**config.mk**
```make
export PLATFORM = sky130hd
export DESIGN_NAME = gate_steer
export DESIGN_NICKNAME = d
export VERILOG_FILES = /design/src/rtl/gate_steer_pkg.sv /design/src/rtl/gate_steer_rx.sv /design/src/rtl/gate_steer.sv
export SDC_FILE = /design/constraint.sdc
export NUM_CORES = 1
export LEC_CHECK = 0
export BUFFER_PORTS_ARGS = -buffer_cell sky130_fd_sc_hd__buf_2
export CORE_MARGIN = 5
export CORE_UTILIZATION = 50
export CTS_CLUSTER_DIAMETER = 40
export DETAILED_ROUTE_END_ITERATION = 8
export GPL_ROUTABILITY_DRIVEN = 0
export GPL_TIMING_DRIVEN = 0
export PLACE_DENSITY = 0.78
export SLEW_MARGIN = 30
export SYNTH_ARGS = -nofsm -noshare
export SYNTH_HDL_FRONTEND = slang
export SYNTH_SLANG_ARGS = --single-unit
```
**constraint.sdc**
```tcl
create_clock -name i_clk_gate -period 2 [get_ports i_clk_gate]
set_clock_uncertainty 0.1 [all_clocks]
set_input_delay 0.2 -clock i_clk_gate [delete_from_list [all_inputs] [get_ports i_clk_gate]]
set_output_delay 0.2 -clock i_clk_gate [all_outputs]
set_load 0.01 [all_outputs]
```
**src/rtl/gate_steer_pkg.sv**
```systemverilog
// Shared types and constants for the gate_steer divider-steering block.
// Optional feature macro: GATE_STEER_DONE_COUNT_EN (completed-command counter).
package gate_steer_pkg;

    // Externally visible command state; RUN is owned by the top level,
    // the other three by the byte deframer.
    typedef enum logic [1:0] {
        ST_IDLE  = 2'd0,
        ST_HI    = 2'd1,
        ST_RUN   = 2'd2,
        ST_DRAIN = 2'd3
    } state_t;

    // Bit of byte1 that carries the steering direction (1 = fdec, 0 = finc).
    localparam int SIGN_BIT = 7;

    // Bytes per command frame.
    localparam int FRAME_LEN = 2;

    // Magnitude bits carried by one frame: all frame bits minus the sign bit.
    localparam int FRAME_MAG_BITS = 8 * FRAME_LEN - 1;

    // Default width of the period down-counter.
    localparam int DEFAULT_MAG_WIDTH = 15;

endpackage

```
**src/rtl/gate_steer_rx.sv**
```systemverilog
// Command byte deframer: IDLE/HI/DRAIN state machine, framing error detection
// and single-cycle command pulses toward the steering logic.
// Optional feature macro: GATE_STEER_DONE_COUNT_EN (not used in this file).
module gate_steer_rx
    import gate_steer_pkg::*;
(
    input  logic                      clk,
    input  logic                      rst,
    input  logic [7:0]                tdata,
    input  logic                      tlast,
    input  logic                      xfer,
    output logic                      cmd_go,
    output logic                      cmd_zero,
    output logic [FRAME_MAG_BITS-1:0] cmd_mag,
    output logic                      cmd_sign,
    output logic                      err_set,
    output state_t                    state
);

    state_t     state_q;
    state_t     state_d;
    logic [7:0] lo_q;

    // Magnitude as seen while the second byte is on the bus.
    assign cmd_mag  = {tdata[SIGN_BIT-1:0], lo_q};
    assign cmd_sign = tdata[SIGN_BIT];
    assign state    = state_q;

    // State register and low-byte capture; reset drops any partial frame.
    always_ff @(posedge clk or posedge rst) begin
        if (rst) begin
            state_q <= ST_IDLE;
            lo_q    <= 8'h00;
        end else begin
            state_q <= state_d;
            if (state_q == ST_IDLE && xfer && !tlast) begin
                lo_q <= tdata;
            end
        end
    end

    // Next-state and command/error pulses; every pulse qualifies on xfer.
    always_comb begin
        state_d  = state_q;
        cmd_go   = 1'b0;
        cmd_zero = 1'b0;
        err_set  = 1'b0;
        case (state_q)
            ST_IDLE: begin
                if (xfer) begin
                    if (tlast) begin
                        err_set = 1'b1;
                    end else begin
                        state_d = ST_HI;
                    end
                end
            end
            ST_HI: begin
                if (xfer) begin
                    if (tlast) begin
                        if (cmd_mag != '0) begin
                            cmd_go = 1'b1;
                        end else begin
                            cmd_zero = 1'b1;
                        end
                        state_d = ST_IDLE;
                    end else begin
                        err_set = 1'b1;
                        state_d = ST_DRAIN;
                    end
                end
            end
            ST_DRAIN: begin
                if (xfer && tlast) begin
                    state_d = ST_IDLE;
                end
            end
            default: begin
                state_d = ST_IDLE;
            end
        endcase
    end

endmodule

```
**src/rtl/gate_steer.sv**
```systemverilog
// Gate-divider steering: receives 2-byte commands and holds o_fdec or o_finc
// high for exactly mag divider reloads (i_period_tick pulses).
// Optional feature macro: GATE_STEER_DONE_COUNT_EN adds o_done_count.
//
// Handshake: a byte transfers on a rising edge where i_s_axis_tvalid and
// o_s_axis_tready are both high; tready is a function of registered state
// only (low during reset and while a command runs), never of tvalid.
module gate_steer
    import gate_steer_pkg::*;
#(
    parameter int MAG_WIDTH = DEFAULT_MAG_WIDTH
) (
    input  logic        i_clk_gate,
    input  logic        rst_gate,
    input  logic [7:0]  i_s_axis_tdata,
    input  logic        i_s_axis_tvalid,
    output logic        o_s_axis_tready,
    input  logic        i_s_axis_tlast,
    input  logic        i_period_tick,
    output logic        o_fdec,
    output logic        o_finc,
    output logic        o_busy,
    output logic        o_err,
    input  logic        i_err_clr,
    output state_t      dbg_state
`ifdef GATE_STEER_DONE_COUNT_EN
    ,
    output logic [15:0] o_done_count
`endif
);

    logic                      ready_en_q;
    logic                      xfer;
    logic                      cmd_go;
    logic                      cmd_zero;
    logic [FRAME_MAG_BITS-1:0] cmd_mag;
    logic                      cmd_sign;
    logic                      err_set;
    state_t                    rx_state;
    logic [MAG_WIDTH-1:0]      cnt_q;
    logic                      run_done;

    assign o_s_axis_tready = ready_en_q && !o_busy;
    assign xfer            = i_s_axis_tvalid && o_s_axis_tready;

    // Final reload of the running command: strobe drops on the next edge.
    assign run_done = o_busy && i_period_tick && (cnt_q == MAG_WIDTH'(1));

    gate_steer_rx u_rx (
        .clk      (i_clk_gate),
        .rst      (rst_gate),
        .tdata    (i_s_axis_tdata),
        .tlast    (i_s_axis_tlast),
        .xfer     (xfer),
        .cmd_go   (cmd_go),
        .cmd_zero (cmd_zero),
        .cmd_mag  (cmd_mag),
        .cmd_sign (cmd_sign),
        .err_set  (err_set),
        .state    (rx_state)
    );

    // Keeps tready low through reset and raises it the first cycle after release.
    always_ff @(posedge i_clk_gate or posedge rst_gate) begin
        if (rst_gate) begin
            ready_en_q <= 1'b0;
        end else begin
            ready_en_q <= 1'b1;
        end
    end

    // RUN: load on command, count reloads, clear strobe after the last one.
    // A tick coinciding with the load is ignored because the load wins.
    always_ff @(posedge i_clk_gate or posedge rst_gate) begin
        if (rst_gate) begin
            cnt_q  <= '0;
            o_busy <= 1'b0;
            o_fdec <= 1'b0;
            o_finc <= 1'b0;
        end else if (cmd_go) begin
            cnt_q  <= MAG_WIDTH'(cmd_mag);
            o_busy <= 1'b1;
            o_fdec <= cmd_sign;
            o_finc <= !cmd_sign;
        end else if (run_done) begin
            cnt_q  <= '0;
            o_busy <= 1'b0;
            o_fdec <= 1'b0;
            o_finc <= 1'b0;
        end else if (o_busy && i_period_tick) begin
            cnt_q <= cnt_q - MAG_WIDTH'(1);
        end
    end

    // Sticky framing error; a same-cycle set beats the clear.
    always_ff @(posedge i_clk_gate or posedge rst_gate) begin
        if (rst_gate) begin
            o_err <= 1'b0;
        end else if (err_set) begin
            o_err <= 1'b1;
        end else if (i_err_clr) begin
            o_err <= 1'b0;
        end
    end

    // Observable command state: RUN while busy, otherwise the deframer state.
    always_comb begin
        dbg_state = rx_state;
        if (o_busy) begin
            dbg_state = ST_RUN;
        end
    end

`ifdef GATE_STEER_DONE_COUNT_EN
    // Completed commands, including zero-magnitude no-ops; wraps naturally.
    always_ff @(posedge i_clk_gate or posedge rst_gate) begin
        if (rst_gate) begin
            o_done_count <= 16'h0000;
        end else if (run_done || cmd_zero) begin
            o_done_count <= o_done_count + 16'h0001;
        end
    end
`endif

endmodule
```
# ---- Word level (Yosys, flattened, before mapping)
# Cells that the tools add are included.
dict set report word_totals {
  ff_bits 30
}
dict set report op_classes {
  add_sub_neg 1
  eq_ne 7
  muxes 25
  reduce_logical 16
}
# op n
set op_table {}
lappend op_table {{15-bit two-way mux} 3}
lappend op_table {{15-bit by 1-bit equality test with 1-bit output, second input constant} 1}
lappend op_table {{15-bit nonzero test} 1}
lappend op_table {{15-bit by 1-bit subtractor with 15-bit output, second input constant} 1}
lappend op_table {{1-bit two-way mux} 14}
lappend op_table {{2-bit two-way mux} 6}
lappend op_table {{1-bit logical AND} 7}
lappend op_table {{2-bit by 1-bit inequality test with 1-bit output, second input constant} 3}
lappend op_table {{2-bit one-hot mux with 3 select lines} 1}
lappend op_table {{4-bit AND reduction} 1}
lappend op_table {{2-bit nonzero test} 2}
lappend op_table {{1-bit zero test} 3}
lappend op_table {{3-bit nonzero test} 1}
lappend op_table {{2-bit by 1-bit equality test with 1-bit output, second input constant} 1}
lappend op_table {{2-bit equality test, second input constant} 1}
lappend op_table {{2-bit zero test} 1}
lappend op_table {{2-bit inequality test, second input constant} 1}
lappend op_table {{1-bit one-hot mux with 2 select lines} 1}

# ---- Logic depth before layout (Yosys ltp)
dict set report depth {
  word_depth 6
  mapped_depth 7
  depth_no_buf 6
}

# ---- Cells and area by module
# From an unflattened synthesis, not the netlist that was laid out.
dict set report unflattened {
  hier_cells 182
  hier_area_um2 1745.4
}
# module instances cells_per_inst area_per_inst_um2 seq_area_each_um2
set modules_own_cells {}
lappend modules_own_cells {gate_steer 1 131 1184.9 500.5}
lappend modules_own_cells {gate_steer_rx 1 51 560.5 250.2}

# ---- Worst setup path before layout
# No wires, ideal clock.
dict set report synth_timing {
  path_kind {flip-flop to flip-flop}
  from {register o_busy}
  to {register u_rx.lo_q[1]}
  setup_time_ns 0.128
  arrival_ns 1.532
  required_ns 1.772
  setup_slack_ns 0.240
  path_stages_with_launch 5
  path_buffers 1
  synth_period_minus_slack_ns 1.760
  path_cell_list {dfrtp_1 -> nand4bb_1 -> or3_1 -> buf_2 -> mux2_1}
}
dict set report synth_between {
  elab_chain_len 5
}
# item line_no
set synth_lines {}
lappend synth_lines {{start, declared} gate_steer.sv:22} ;# output logic o_busy,
lappend synth_lines {{start signal, assigned} gate_steer.sv:77} ;# o_busy <= 1'b0;
lappend synth_lines {{start signal, assigned} gate_steer.sv:82} ;# o_busy <= 1'b1;
lappend synth_lines {{start signal, assigned} gate_steer.sv:87} ;# o_busy <= 1'b0;
lappend synth_lines {{1-bit zero test} gate_steer.sv:43} ;# assign o_s_axis_tready = ready_en_q && !o_busy;
lappend synth_lines {{1-bit logical AND} gate_steer.sv:43}
lappend synth_lines {{1-bit logical AND} gate_steer.sv:44} ;# assign xfer = i_s_axis_tvalid && o_s_axis_tready;
lappend synth_lines {{1-bit logical AND (2 in a row)} gate_steer_rx.sv:36} ;# if (state_q == ST_IDLE && xfer && !tlast) begin
lappend synth_lines {{end signal, assigned} gate_steer_rx.sv:37} ;# lo_q <= tdata;
lappend synth_lines {{end, declared} gate_steer_rx.sv:22} ;# logic [7:0] lo_q;
# Every way passes these cells.
# A chain may end at the register's enable or synchronous reset.

# ---- Final worst setup path
dict set report layout_timing {
  from {register o_busy}
  to {register cnt_q[7]}
}
dict set report layout_between {
  elab_chain_len 6
}
# item line_no
set layout_lines {}
lappend layout_lines {{1-bit zero test} gate_steer.sv:43}
lappend layout_lines {{1-bit logical AND} gate_steer.sv:43}
lappend layout_lines {{1-bit logical AND} gate_steer.sv:44}
lappend layout_lines {{1-bit two-way mux} gate_steer_rx.sv:59} ;# if (xfer) begin
lappend layout_lines {{1-bit two-way mux} gate_steer_rx.sv:48} ;# case (state_q)
lappend layout_lines {{3-bit nonzero test (no source line) or 15-bit two-way mux (tied branches)} -}
lappend layout_lines {{end signal, assigned} gate_steer.sv:81} ;# cnt_q <= MAG_WIDTH'(cmd_mag);
lappend layout_lines {{end signal, assigned} gate_steer.sv:91} ;# cnt_q <= cnt_q - MAG_WIDTH'(1);
lappend layout_lines {{end, declared} gate_steer.sv:40} ;# logic [MAG_WIDTH-1:0] cnt_q;
# Parallel ways exist; a longest one is shown, timed or not.

==> results.sh <==
export IMPL_synth_seq_area_share_pct=44.2
export IMPL_maxCapViolCount=0
export IMPL_diodes=0
export IMPL_worstPathRequired_ns=2.14
export IMPL_synth_cells=160
export IMPL_fin_crit_ns=1.88
export IMPL_rr_startpoint="o_busy"
export IMPL_max_slew_margin_pct=59.3
export IMPL_worst_slew_pin_slew_ns=0.610
export IMPL_vias=1363
export IMPL_cts_tree="done"
export IMPL_drt_initial_drc_count=76
export IMPL_nNetsFinal=209
export IMPL_synth_area_top_cells="dfrtp_1 44%, xor2_1 6.2%, nand3_1 5.3%, mux2_2 4.6%, o31ai_2 4.4%"
export IMPL_ios=21
export IMPL_synth_area_leader_cell="dfrtp_1"
export IMPL_numCtsBuffers=5
export IMPL_grt_max_degree=31
export IMPL_synth_edff_count=0
export IMPL_fp_row_count=21
export IMPL_place_area_um2=1860
export IMPL_grt_pass1_wl_mm=6.51
export IMPL_clock_latency_ns=0.33
export IMPL_path_class="flop to flop"
export IMPL_drive_above_1_share_pct=31.1
export IMPL_cts_num_sinks=30
export IMPL_die_w_um=68.3
export IMPL_cts_htree_levels=2
export IMPL_period_share_pct=94.0
export IMPL_path_cells="nand4bb_4 -> nor3_4 -> clkbuf_1 -> nand3_1 -> o31ai_2"
export IMPL_min_path_type="input port to flop"
export IMPL_ys_warn_count=0
export IMPL_fillers=275
export IMPL_ir_drop_uv=644
export IMPL_fmax_mhz=532
export IMPL_clk_pin_slew_worst_paths_ns=0.10
export IMPL_p_total_w=0.00252
export IMPL_route_detailed_drc=0
export IMPL_chipHeight_um=68.3
export IMPL_cp_start_kind="flop"
export IMPL_final_hold_violation_count=0
export IMPL_cp_max_fo=10
export IMPL_rsz0062_at_grt="true"
export IMPL_clockBufferDepth=2
export IMPL_wl_mm=3.97
export IMPL_grt_total_usage_pct=19.1
export IMPL_antenna_found_initial=0
export IMPL_ys_flop_type="dfrtp_1"
export IMPL_synth_area_um2=1700
export IMPL_ys_ff_latch=30
export IMPL_syn_to_final_growth_pct=17.4
export IMPL_syn_area_per_cell_um2=10.6
export IMPL_routed_via_density=5.70
export IMPL_coreArea_um2=3310
export IMPL_port_buffers=20
export IMPL_syn_nets=177
export IMPL_start_util_pct=51.4
export IMPL_synth_top_area_share_pct=44.2
export IMPL_grt_pass1_vias=1391
export IMPL_maxSlewViolCount=0
export IMPL_worst_r2r_setup_slack_ns=0.12
export IMPL_outcome="completed"
export IMPL_crit_start="o_busy"
export IMPL_dp_hpwl_mm=2.86
export IMPL_first_pass_iters=4
export IMPL_cp_slowest_cell="dfrtp_2"
export IMPL_leakage_nw=0.829
export IMPL_post_drt_wl_per_cell_um=16.6
export IMPL_setup_viol=0
export IMPL_synth_cell_types=41
export IMPL_grt_overflow=0
export IMPL_design_area_um2=2000
export IMPL_ant_nets=0
export IMPL_root_buffer="clkbuf_4"
export IMPL_hp_start="i_s_axis_tdata[1]"
export IMPL_cp_slowest_stage_delay_ns=0.48
export IMPL_power_density_nw_per_um2=1260
export IMPL_end_kind="flop"
export IMPL_async_flop_share_pct=100
export IMPL_die_area_um2=4670
export IMPL_worstPathArrival_ns=2.02
[metal layers]
layer  GRT usage, %  wire length [um]  up-vias
li1               -                 -      648
met1           22.1              1640      672
met2           32.6              2070       37
met3           5.58               202        6
met4           8.44                60        0
met5              0                 0        -
[flip-flops by register name, summed over array words and instances (netlist names)]
name	cells
u_rx.lo_q	8
ready_en_q	1
o_fdec	1
o_busy	1
o_finc	1
u_rx.state	2
cnt_q	15
o_err	1
[cells by family after synthesis]
group / Yosys count / synth area share (%)
buffers and inverters: 15 / 4.78
AND/OR/NAND/NOR: 62 / 22.7
adder cells (fa/ha/maj): 3 / 2.21
multiplexers: 9 / 5.89
AO/OA/AOI/OAI: 26 / 12.8
other: 1 / 0.221
XOR/XNOR: 14 / 7.21
flip-flops: 30 / 44.2
[power by group]
group | internal, W | switching [W] | total [W]
sequential | 0.000876 | 0.000311 | 0.00119
combinational | 0.000465 | 0.000489 | 0.000954
clock | 0.000170 | 0.000208 | 0.000378
total | 0.00151 | 0.00101 | 0.00252
[worst paths after layout]
| check | end | depth (start not counted) |
|---|---|---|
| max | cnt_q[7] | 5 |
| min | u_rx.lo_q[1] | 2 |
| max reg2reg | cnt_q[7] | 5 |
| min reg2reg | cnt_q[1] | 2 |
| max in group asynchronous | o_busy | 3 |
| min in group asynchronous | cnt_q[1] | 3 |
[layout by cell type, fill, tap and decap left out, types with 2 or more instances in the layout]
| cell type | n |
|---|---|
| nand2_1 | 8 |
| xor2_1 | 12 |
| nor3_1 | 5 |
| ha_1 | 3 |
| clkbuf_1 | 3 |
| nand3_1 | 18 |
| buf_2 | 22 |
| clkbuf_4 | 5 |
| o31ai_2 | 6 |
| nand4_1 | 5 |
| and2_1 | 2 |
| a21oi_1 | 3 |
| dfrtp_1 | 29 |
| inv_1 | 7 |
| o31ai_1 | 8 |
| nor4_1 | 2 |
| nor4_2 | 4 |
| nor2_1 | 6 |
| xnor2_1 | 2 |
| o21ai_0 | 5 |
| nor4b_1 | 2 |
| buf_4 | 3 |
| mux2_2 | 7 |
| dlygate4sd3_1 | 3 |
[cells in the mapped netlist (all sizes together), types with 2 or more instances]
| master | n |
|---|---|
| a21oi | 3 |
| and2 | 2 |
| buf | 5 |
| clkbuf | 2 |
| dfrtp | 30 |
| ha | 3 |
| inv | 8 |
| mux2 | 8 |
| nand2 | 8 |
| nand3 | 18 |
| nand4 | 6 |
| nor2 | 7 |
| nor3 | 6 |
| nor4 | 6 |
| nor4b | 2 |
| o21ai | 5 |
| o31ai | 15 |
| xnor2 | 2 |
| xor2 | 12 |
[worst max-delay path, delay by kind of cell, from the launching register on]
kind,cells,cell delay [ns]
AND/OR/NAND/NOR,3,0.77
flip-flops,1,0.48
AO/OA/AOI/OAI,1,0.10
buffers and inverters,1,0.35
[stage by stage]
step | utilization, % | cells | TNS, ns | hold slack, ns | setup slack [ns]
after floorplan | - | 160 | 0 | 0.191 | 0.240
after global placement | 56.1 | 226 | 0 | 0.295 | 0.0724
after detailed placement | 56.1 | 226 | 0 | 0.215 | 0.0405
after CTS | 58.8 | 237 | 0 | 0.0287 | 0.0124
after global routing | 60.3 | 239 | -0.00816 | 0.0314 | -0.00470
final | 60.3 | 239 | 0 | 0.0423 | 0.121
[final cells by class]
cell class              instances  area, um2  share of cell area [%]
inverters                       8       30.0                    1.50
repair buffers                 25        145                    7.27
plain buffers                   7       51.3                    2.57
clock buffers                   7       55.1                    2.76
well taps                      46       57.6                    2.88
clock inverters                 1       5.00                   0.251
multi-input cells             115        901                    45.1
flip-flops and latches         30        752                    37.7
[repair_timing]
action	4_1_cts	5_1_grt
hold endpoints to repair	32	0
resized for setup	0	5
endpoints found under the setup margin	0	13
buffers inserted	0	2
hold buffers	3	0
Note: power is estimated with default switching activity, not from simulation.
